[config.mk]
export PLATFORM = sky130hd
export DESIGN_NAME = nsc8_output_display
export DESIGN_NICKNAME = d
export VERILOG_FILES = /design/src/rtl/nsc8_output_display.sv
export SDC_FILE = /design/constraint.sdc
export NUM_CORES = 1
export LEC_CHECK = 0
export CORE_ASPECT_RATIO = 0.75
export CORE_MARGIN = 2
export CORE_UTILIZATION = 60
export CTS_BUF_LIST = sky130_fd_sc_hd__clkbuf_4 sky130_fd_sc_hd__clkbuf_8 sky130_fd_sc_hd__clkbuf_16
export CTS_CLUSTER_SIZE = 20
export DETAILED_ROUTE_END_ITERATION = 8
export PLACE_DENSITY = 0.84
export SETUP_SLACK_MARGIN = 0.3
export SKIP_CTS_REPAIR_TIMING = 1
export SYNTH_ARGS = -nofsm -noshare
export SYNTH_HDL_FRONTEND = slang
export SYNTH_SLANG_ARGS = --single-unit
export TNS_END_PERCENT = 10
[constraint.sdc]
create_clock -name clk -period 3.6 [get_ports clk]
set_input_delay 0.36 -clock clk [delete_from_list [all_inputs] [get_ports clk]]
set_output_delay 0.36 -clock clk [all_outputs]
set_load 0.02 [all_outputs]
[src/rtl/nsc8_output_display.sv]
// Converts each new NSC8 output value to packed BCD with a serial double-dabble engine
// and scans the result onto a time-multiplexed common-cathode 7-segment display.
module nsc8_output_display #(
    parameter int N        = 8,
    parameter int DIGITS   = 3,
    parameter int SCAN_DIV = 1024,
    parameter int BLANK_LZ = 1
) (
    input  logic                  clk,
    input  logic                  reset_n,
    input  logic [N-1:0]          output_contents,
    output logic [4*DIGITS-1:0]   bcd,
    output logic                  bcd_valid,
    output logic                  busy,
    output logic [DIGITS-1:0]     digit_en,
    output logic [6:0]            seg
);

    localparam int CW = $clog2(N + 1);
    localparam int PW = $clog2(SCAN_DIV);
    localparam int IW = (DIGITS > 1) ? $clog2(DIGITS) : 1;

    typedef enum logic {IDLE, SHIFT} state_t;

    state_t                state_reg;
    logic [N-1:0]          last_value_reg;
    logic [N-1:0]          bin_reg;
    logic [4*DIGITS-1:0]   work_reg;
    logic [4*DIGITS-1:0]   bcd_reg;
    logic [CW-1:0]         count_reg;
    logic                  bcd_valid_reg;
    logic                  busy_reg;
    logic [PW-1:0]         prescaler_reg;
    logic [IW-1:0]         idx_reg;

    logic [4*DIGITS-1:0]   work_adj;
    logic [4*DIGITS-1:0]   work_next;
    logic [6:0]            digit_seg [DIGITS];

    function automatic logic [6:0] seg_decode(input logic [3:0] d);
        case (d)
            4'd0:    seg_decode = 7'h3F;
            4'd1:    seg_decode = 7'h06;
            4'd2:    seg_decode = 7'h5B;
            4'd3:    seg_decode = 7'h4F;
            4'd4:    seg_decode = 7'h66;
            4'd5:    seg_decode = 7'h6D;
            4'd6:    seg_decode = 7'h7D;
            4'd7:    seg_decode = 7'h07;
            4'd8:    seg_decode = 7'h7F;
            4'd9:    seg_decode = 7'h6F;
            default: seg_decode = 7'h00;
        endcase
    endfunction

    // Add-3 correction on every nibble before the shift.
    generate
        for (genvar gi = 0; gi < DIGITS; gi++) begin : g_adj
            assign work_adj[4*gi +: 4] = (work_reg[4*gi +: 4] >= 4'd5)
                                       ? work_reg[4*gi +: 4] + 4'd3
                                       : work_reg[4*gi +: 4];
        end
    endgenerate

    assign work_next = {work_adj[4*DIGITS-2:0], bin_reg[N-1]};

    always_ff @(posedge clk or negedge reset_n) begin
        if (!reset_n) begin
            state_reg      <= IDLE;
            last_value_reg <= '0;
            bin_reg        <= '0;
            work_reg       <= '0;
            bcd_reg        <= '0;
            count_reg      <= '0;
            bcd_valid_reg  <= 1'b0;
            busy_reg       <= 1'b0;
        end else begin
            bcd_valid_reg <= 1'b0;
            case (state_reg)
                IDLE: begin
                    if (output_contents != last_value_reg) begin
                        bin_reg        <= output_contents;
                        work_reg       <= '0;
                        last_value_reg <= output_contents;
                        count_reg      <= '0;
                        busy_reg       <= 1'b1;
                        state_reg      <= SHIFT;
                    end
                end
                SHIFT: begin
                    work_reg  <= work_next;
                    bin_reg   <= bin_reg << 1;
                    count_reg <= count_reg + CW'(1);
                    if (count_reg == CW'(N - 1)) begin
                        bcd_reg       <= work_next;
                        bcd_valid_reg <= 1'b1;
                        busy_reg      <= 1'b0;
                        state_reg     <= IDLE;
                    end
                end
                default: state_reg <= IDLE;
            endcase
        end
    end

    // Free-running digit scan, independent of conversion activity.
    always_ff @(posedge clk or negedge reset_n) begin
        if (!reset_n) begin
            prescaler_reg <= '0;
            idx_reg       <= '0;
        end else if (prescaler_reg == PW'(SCAN_DIV - 1)) begin
            prescaler_reg <= '0;
            idx_reg       <= (idx_reg == IW'(DIGITS - 1)) ? '0 : idx_reg + IW'(1);
        end else begin
            prescaler_reg <= prescaler_reg + PW'(1);
        end
    end

    // A digit is blank when it and every more significant nibble are zero.
    generate
        for (genvar gi = 0; gi < DIGITS; gi++) begin : g_digit
            logic blank;
            assign blank = (BLANK_LZ != 0) && (gi != 0)
                        && (bcd_reg[4*DIGITS-1:4*gi] == '0);
            assign digit_seg[gi] = blank ? 7'h00 : seg_decode(bcd_reg[4*gi +: 4]);
            assign digit_en[gi]  = (idx_reg == IW'(gi));
        end
    endgenerate

    always_comb begin
        seg = 7'h00;
        for (int k = 0; k < DIGITS; k++) begin
            if (idx_reg == IW'(k)) seg = digit_seg[k];
        end
    end

    assign bcd       = bcd_reg;
    assign bcd_valid = bcd_valid_reg;
    assign busy      = busy_reg;

endmodule

==> flow_results.xml <==
<?xml version="1.0" encoding="UTF-8"?>
<metrics>
  <group name="status">
    <metric name="outcome" unit="">completed</metric>
  </group>
  <group name="detailed_routing">
    <metric name="detailroute.wirelength.met2" unit="um">2850</metric>
    <metric name="drt_wl_total" unit="um">6290</metric>
    <metric name="met1Wirelength" unit="um">3100</metric>
    <metric name="met3WireLength" unit="um">261</metric>
    <metric name="dr.pass1.iters" unit="">4</metric>
    <metric name="avgRoutedWirePerCell" unit="um">14.9</metric>
    <metric name="drtIter0Drc" unit="">82</metric>
    <metric name="top_layer_used" unit="">met4</metric>
    <metric name="route.detailed.drc" unit="">0</metric>
    <metric name="detailroute.via_count" unit="">2334</metric>
    <metric name="vias_per_cell" unit="">5.53</metric>
    <metric name="ant_nets" unit="">0</metric>
  </group>
  <group name="worst_hold_path">
    <metric name="timing.hold.worst.class" unit="">input pin to async pin</metric>
  </group>
  <group name="critical_path">
    <metric name="r2r-start" unit="">state_reg$_DFF_PN0_</metric>
    <metric name="critical_path.cell_chain" unit="">inv_1, ha_1, nor2b_1, nor2_1, o21ai_1, o221ai_1, clkdlybuf4s50_1</metric>
    <metric name="timing.setup.critical_path_class" unit="">flop to output port</metric>
    <metric name="reg2reg_slack" unit="ns">1.38</metric>
    <metric name="worstRegToRegCells" unit="">3</metric>
    <metric name="critical_path.max_stage_delay" unit="ns">0.57</metric>
    <metric name="critical_path_peak_fanout" unit="">6</metric>
    <metric name="capture_instance_of_the_worst_register_to_register_path" unit="">bcd[6]$_DFFE_PN0P_</metric>
    <metric name="critPathLaunchType" unit="">flop</metric>
    <metric name="worst_ep_required_time" unit="ns">3.24</metric>
    <metric name="crit_path_end_kind" unit="">output port</metric>
    <metric name="crit_slowest_cell" unit="">clkdlybuf4s50_1</metric>
    <metric name="critical_path_arrival" unit="ns">2.51</metric>
  </group>
  <group name="global_routing">
    <metric name="grt_util_all_layers" unit="%">23.2</metric>
    <metric name="grt_antenna_before_repair" unit="">0</metric>
    <metric name="pin_count_of_the_biggest_net_entering_global_routing" unit="">47</metric>
    <metric name="grt_pass1_vias" unit="">2189</metric>
    <metric name="grt.overflow.total" unit="">0</metric>
    <metric name="grt_pass1_wl" unit="um">10400</metric>
  </group>
  <group name="logic_synthesis">
    <metric name="synthesis.instances" unit="">309</metric>
    <metric name="yosysWarningCount" unit="">0</metric>
    <metric name="synth_top_area_share" unit="%">45.4</metric>
    <metric name="syn_nets" unit="">342</metric>
    <metric name="yosysSeqAreaShare" unit="%">45.4</metric>
    <metric name="synthArstFlopShare" unit="%">100</metric>
    <metric name="ys_ff_latch" unit="">59</metric>
    <metric name="synthDominantAreaCellType" unit="">dfrtp_1</metric>
    <metric name="synth_enable_flop_cells" unit="">0</metric>
    <metric name="synth_flop_cell" unit="">dfrtp_1</metric>
    <metric name="synth.cell_area" unit="mm2">0.00325</metric>
    <metric name="netlist_top_cells_area" unit="">dfrtp_1 45%, ha_1 8.9%, mux2_2 6.9%</metric>
    <metric name="post_synth.cell_area_avg" unit="um2">10.5</metric>
    <metric name="post_synth_num_cell_types" unit="">41</metric>
  </group>
  <group name="pwr">
    <metric name="internal_power" unit="mW">2.14</metric>
    <metric name="power.sequential.fraction" unit="%">34.1</metric>
    <metric name="clock_power_share" unit="%">19.7</metric>
    <metric name="p_leak" unit="nW">1.75</metric>
    <metric name="power.share.switching" unit="%">38.6</metric>
    <metric name="worst_ir_drop_vdd" unit="uV">615</metric>
    <metric name="p_sw" unit="mW">1.35</metric>
    <metric name="power.density" unit="mW/mm2">907</metric>
    <metric name="power.share.combinational" unit="%">46.2</metric>
  </group>
  <group name="placed_design">
    <metric name="place.port_buffers" unit="">33</metric>
    <metric name="gp_congestion" unit="">0.894</metric>
    <metric name="place_hpwl" unit="um">4570</metric>
    <metric name="worst_setup_slack_before_clock_tree_synthesis" unit="ns">1.09</metric>
    <metric name="dp_cells" unit="">406</metric>
  </group>
  <group name="timing">
    <metric name="relSlewSlack" unit="%">33.6</metric>
    <metric name="finalHoldViolations" unit="">0</metric>
    <metric name="max_slew_violation_count" unit="">0</metric>
    <metric name="setup_violators_final" unit="">0</metric>
    <metric name="rsz_0062_raised_after_global_routing" unit="">no</metric>
    <metric name="achievable-frequency" unit="MHz">348</metric>
    <metric name="post_route_clock_skew" unit="ns">0.0124</metric>
    <metric name="layout_setup_ws" unit="ns">0.730</metric>
    <metric name="fin_setup_tns" unit="ns">0</metric>
    <metric name="tightest_slew" unit="ns">0.996</metric>
    <metric name="share_of_the_cycle_needed_by_the_critical_path_after_routing" unit="%">79.7</metric>
    <metric name="final.hold.worst_slack" unit="ns">0.199</metric>
    <metric name="post_layout_minimum_cycle_time" unit="ns">2.87</metric>
  </group>
  <group name="floorplanning">
    <metric name="dieArea" unit="mm2">0.00603</metric>
    <metric name="dieWidth" unit="um">89.0</metric>
    <metric name="rows" unit="">23</metric>
    <metric name="floorplan.die.height" unit="um">67.7</metric>
    <metric name="ioPinCount" unit="">34</metric>
    <metric name="floorplan.initialDensity" unit="%">61.4</metric>
    <metric name="core" unit="mm2">0.00530</metric>
  </group>
  <group name="clock_network">
    <metric name="clk_pin_slew" unit="ns">0.06</metric>
    <metric name="insertion_delay" unit="ns">0.33</metric>
    <metric name="ctsLongestPathBuffers" unit="">2</metric>
    <metric name="tritoncts" unit="">done</metric>
    <metric name="cts_num_sinks" unit="">59</metric>
    <metric name="htree_num_levels" unit="">3</metric>
    <metric name="cts_root_buf" unit="">clkbuf_8</metric>
    <metric name="cts_made_buffers" unit="">9</metric>
  </group>
  <group name="finish">
    <metric name="antenna_cells_inserted" unit="">0</metric>
    <metric name="post_route_cells_drive_above_1_share" unit="%">11.8</metric>
    <metric name="finalNonFillerCells" unit="">422</metric>
    <metric name="design.final.nets" unit="">375</metric>
    <metric name="area_delta_synth_final" unit="%">18.4</metric>
  </group>
  <group name="flow_run">
    <metric name="max_cap_violations" unit="">0</metric>
  </group>
</metrics>
## stage by stage
stage | power, mW | area [um2] | utilization (%)
after floorplan | 2.26 | 3250 | -
after global placement | 2.72 | 3620 | 68.3
after detailed placement | 2.80 | 3620 | 68.3
after CTS | 3.50 | 3850 | 72.7
after global routing | 3.75 | 3850 | 72.7
final | 3.49 | 3850 | 72.7
## worst max-delay path, delay by kind of cell (launching register included)
kind            cells  cell delay (ns)
fa+ha+maj           1             0.18
buf+inv             2             0.72
flops               1             0.44
compound gates      2             0.55
simple gates        2             0.29
## power groups by stage
| stage | logic (mW) | registers, mW | clock network [mW] |
|---|---|---|---|
| floorplan | 1.10 | 1.16 | 0 |
| global placement | 1.55 | 1.17 | 0 |
| detailed placement | 1.60 | 1.19 | 0 |
| CTS | 1.62 | 1.19 | 0.694 |
| global route | 1.78 | 1.24 | 0.730 |
| finish | 1.61 | 1.19 | 0.687 |
## layout make-up
cell class / instances / area (um2)
multi-input cells: 221 / 1650
clock inverters: 4 / 72.6
repair buffers: 35 / 340
inverters: 16 / 60.1
fillers: 404 / 1450
flip-flops and latches: 59 / 1480
clock buffers: 12 / 159
well taps: 75 / 93.8
## Yosys cell counts, types with 4 or more instances
master,instances
ha_1,23
nor3b_1,4
a21oi_1,10
nand2_1,25
o221ai_1,6
nand2b_1,10
xor2_1,7
a221o_1,7
mux2_2,20
buf_2,5
and3_1,4
dfrtp_1,59
o21ai_0,16
xnor2_1,12
inv_1,16
nand4_1,4
nor2b_1,7
clkbuf_1,6
nor2_1,16
and2_1,10
a22o_1,11
## metal layers
metal | vias to the layer above | GRT usage [%]
met4 | 0 | 7.28
li1 | 1158 | -
met1 | 1123 | 32.3
met3 | 9 | 6.36
met5 | - | 0
met2 | 44 | 35.7
## how the worst max path moves through the flow
stage	depth (start not counted)	start	endpoint	slack [ns]
6_report	7	bcd[9]$_DFFE_PN0P_	seg[3]	0.73
5_1_grt	7	bcd[8]$_DFFE_PN0P_	seg[3]	0.55
4_1_cts	7	bcd[8]$_DFFE_PN0P_	seg[0]	0.72
3_5_place_dp	7	bcd[8]$_DFFE_PN0P_	seg[0]	1.09
3_3_place_gp	5	bcd[10]$_DFFE_PN0P_	seg[5]	1.21
2_1_floorplan	6	bcd[9]$_DFFE_PN0P_	seg[0]	1.54
## layout by cell type (no fill, tap or decap), drive strengths merged, types with 2 or more instances in the layout
master,n
nor3,4
o2bb2ai,2
buf,3
a22o,11
ha,23
xnor2,12
nor2,16
nand3,3
nor2b,7
clkdlybuf4s50,32
o31ai,3
nand2,25
mux2,20
dfrtp,59
xor2,7
nand2b,10
a21o,2
nor3b,4
clkbuf,12
o21a,2
a221o,7
nand4,4
mux2i,3
o221ai,6
and2,10
and3,4
inv,16
bufinv,2
o21ai,17
a21oi,10
## logic make-up after synthesis
| family | after synthesis | synth area share, % |
|---|---|---|
| compound gates | 65 | 14.2 |
| flops | 59 | 45.4 |
| mux | 23 | 7.86 |
| fa+ha+maj | 23 | 8.86 |
| buf+inv | 29 | 3.89 |
| simple gates | 91 | 14.6 |
| xor+xnor | 19 | 5.12 |
(Power assumes the default switching activity.)
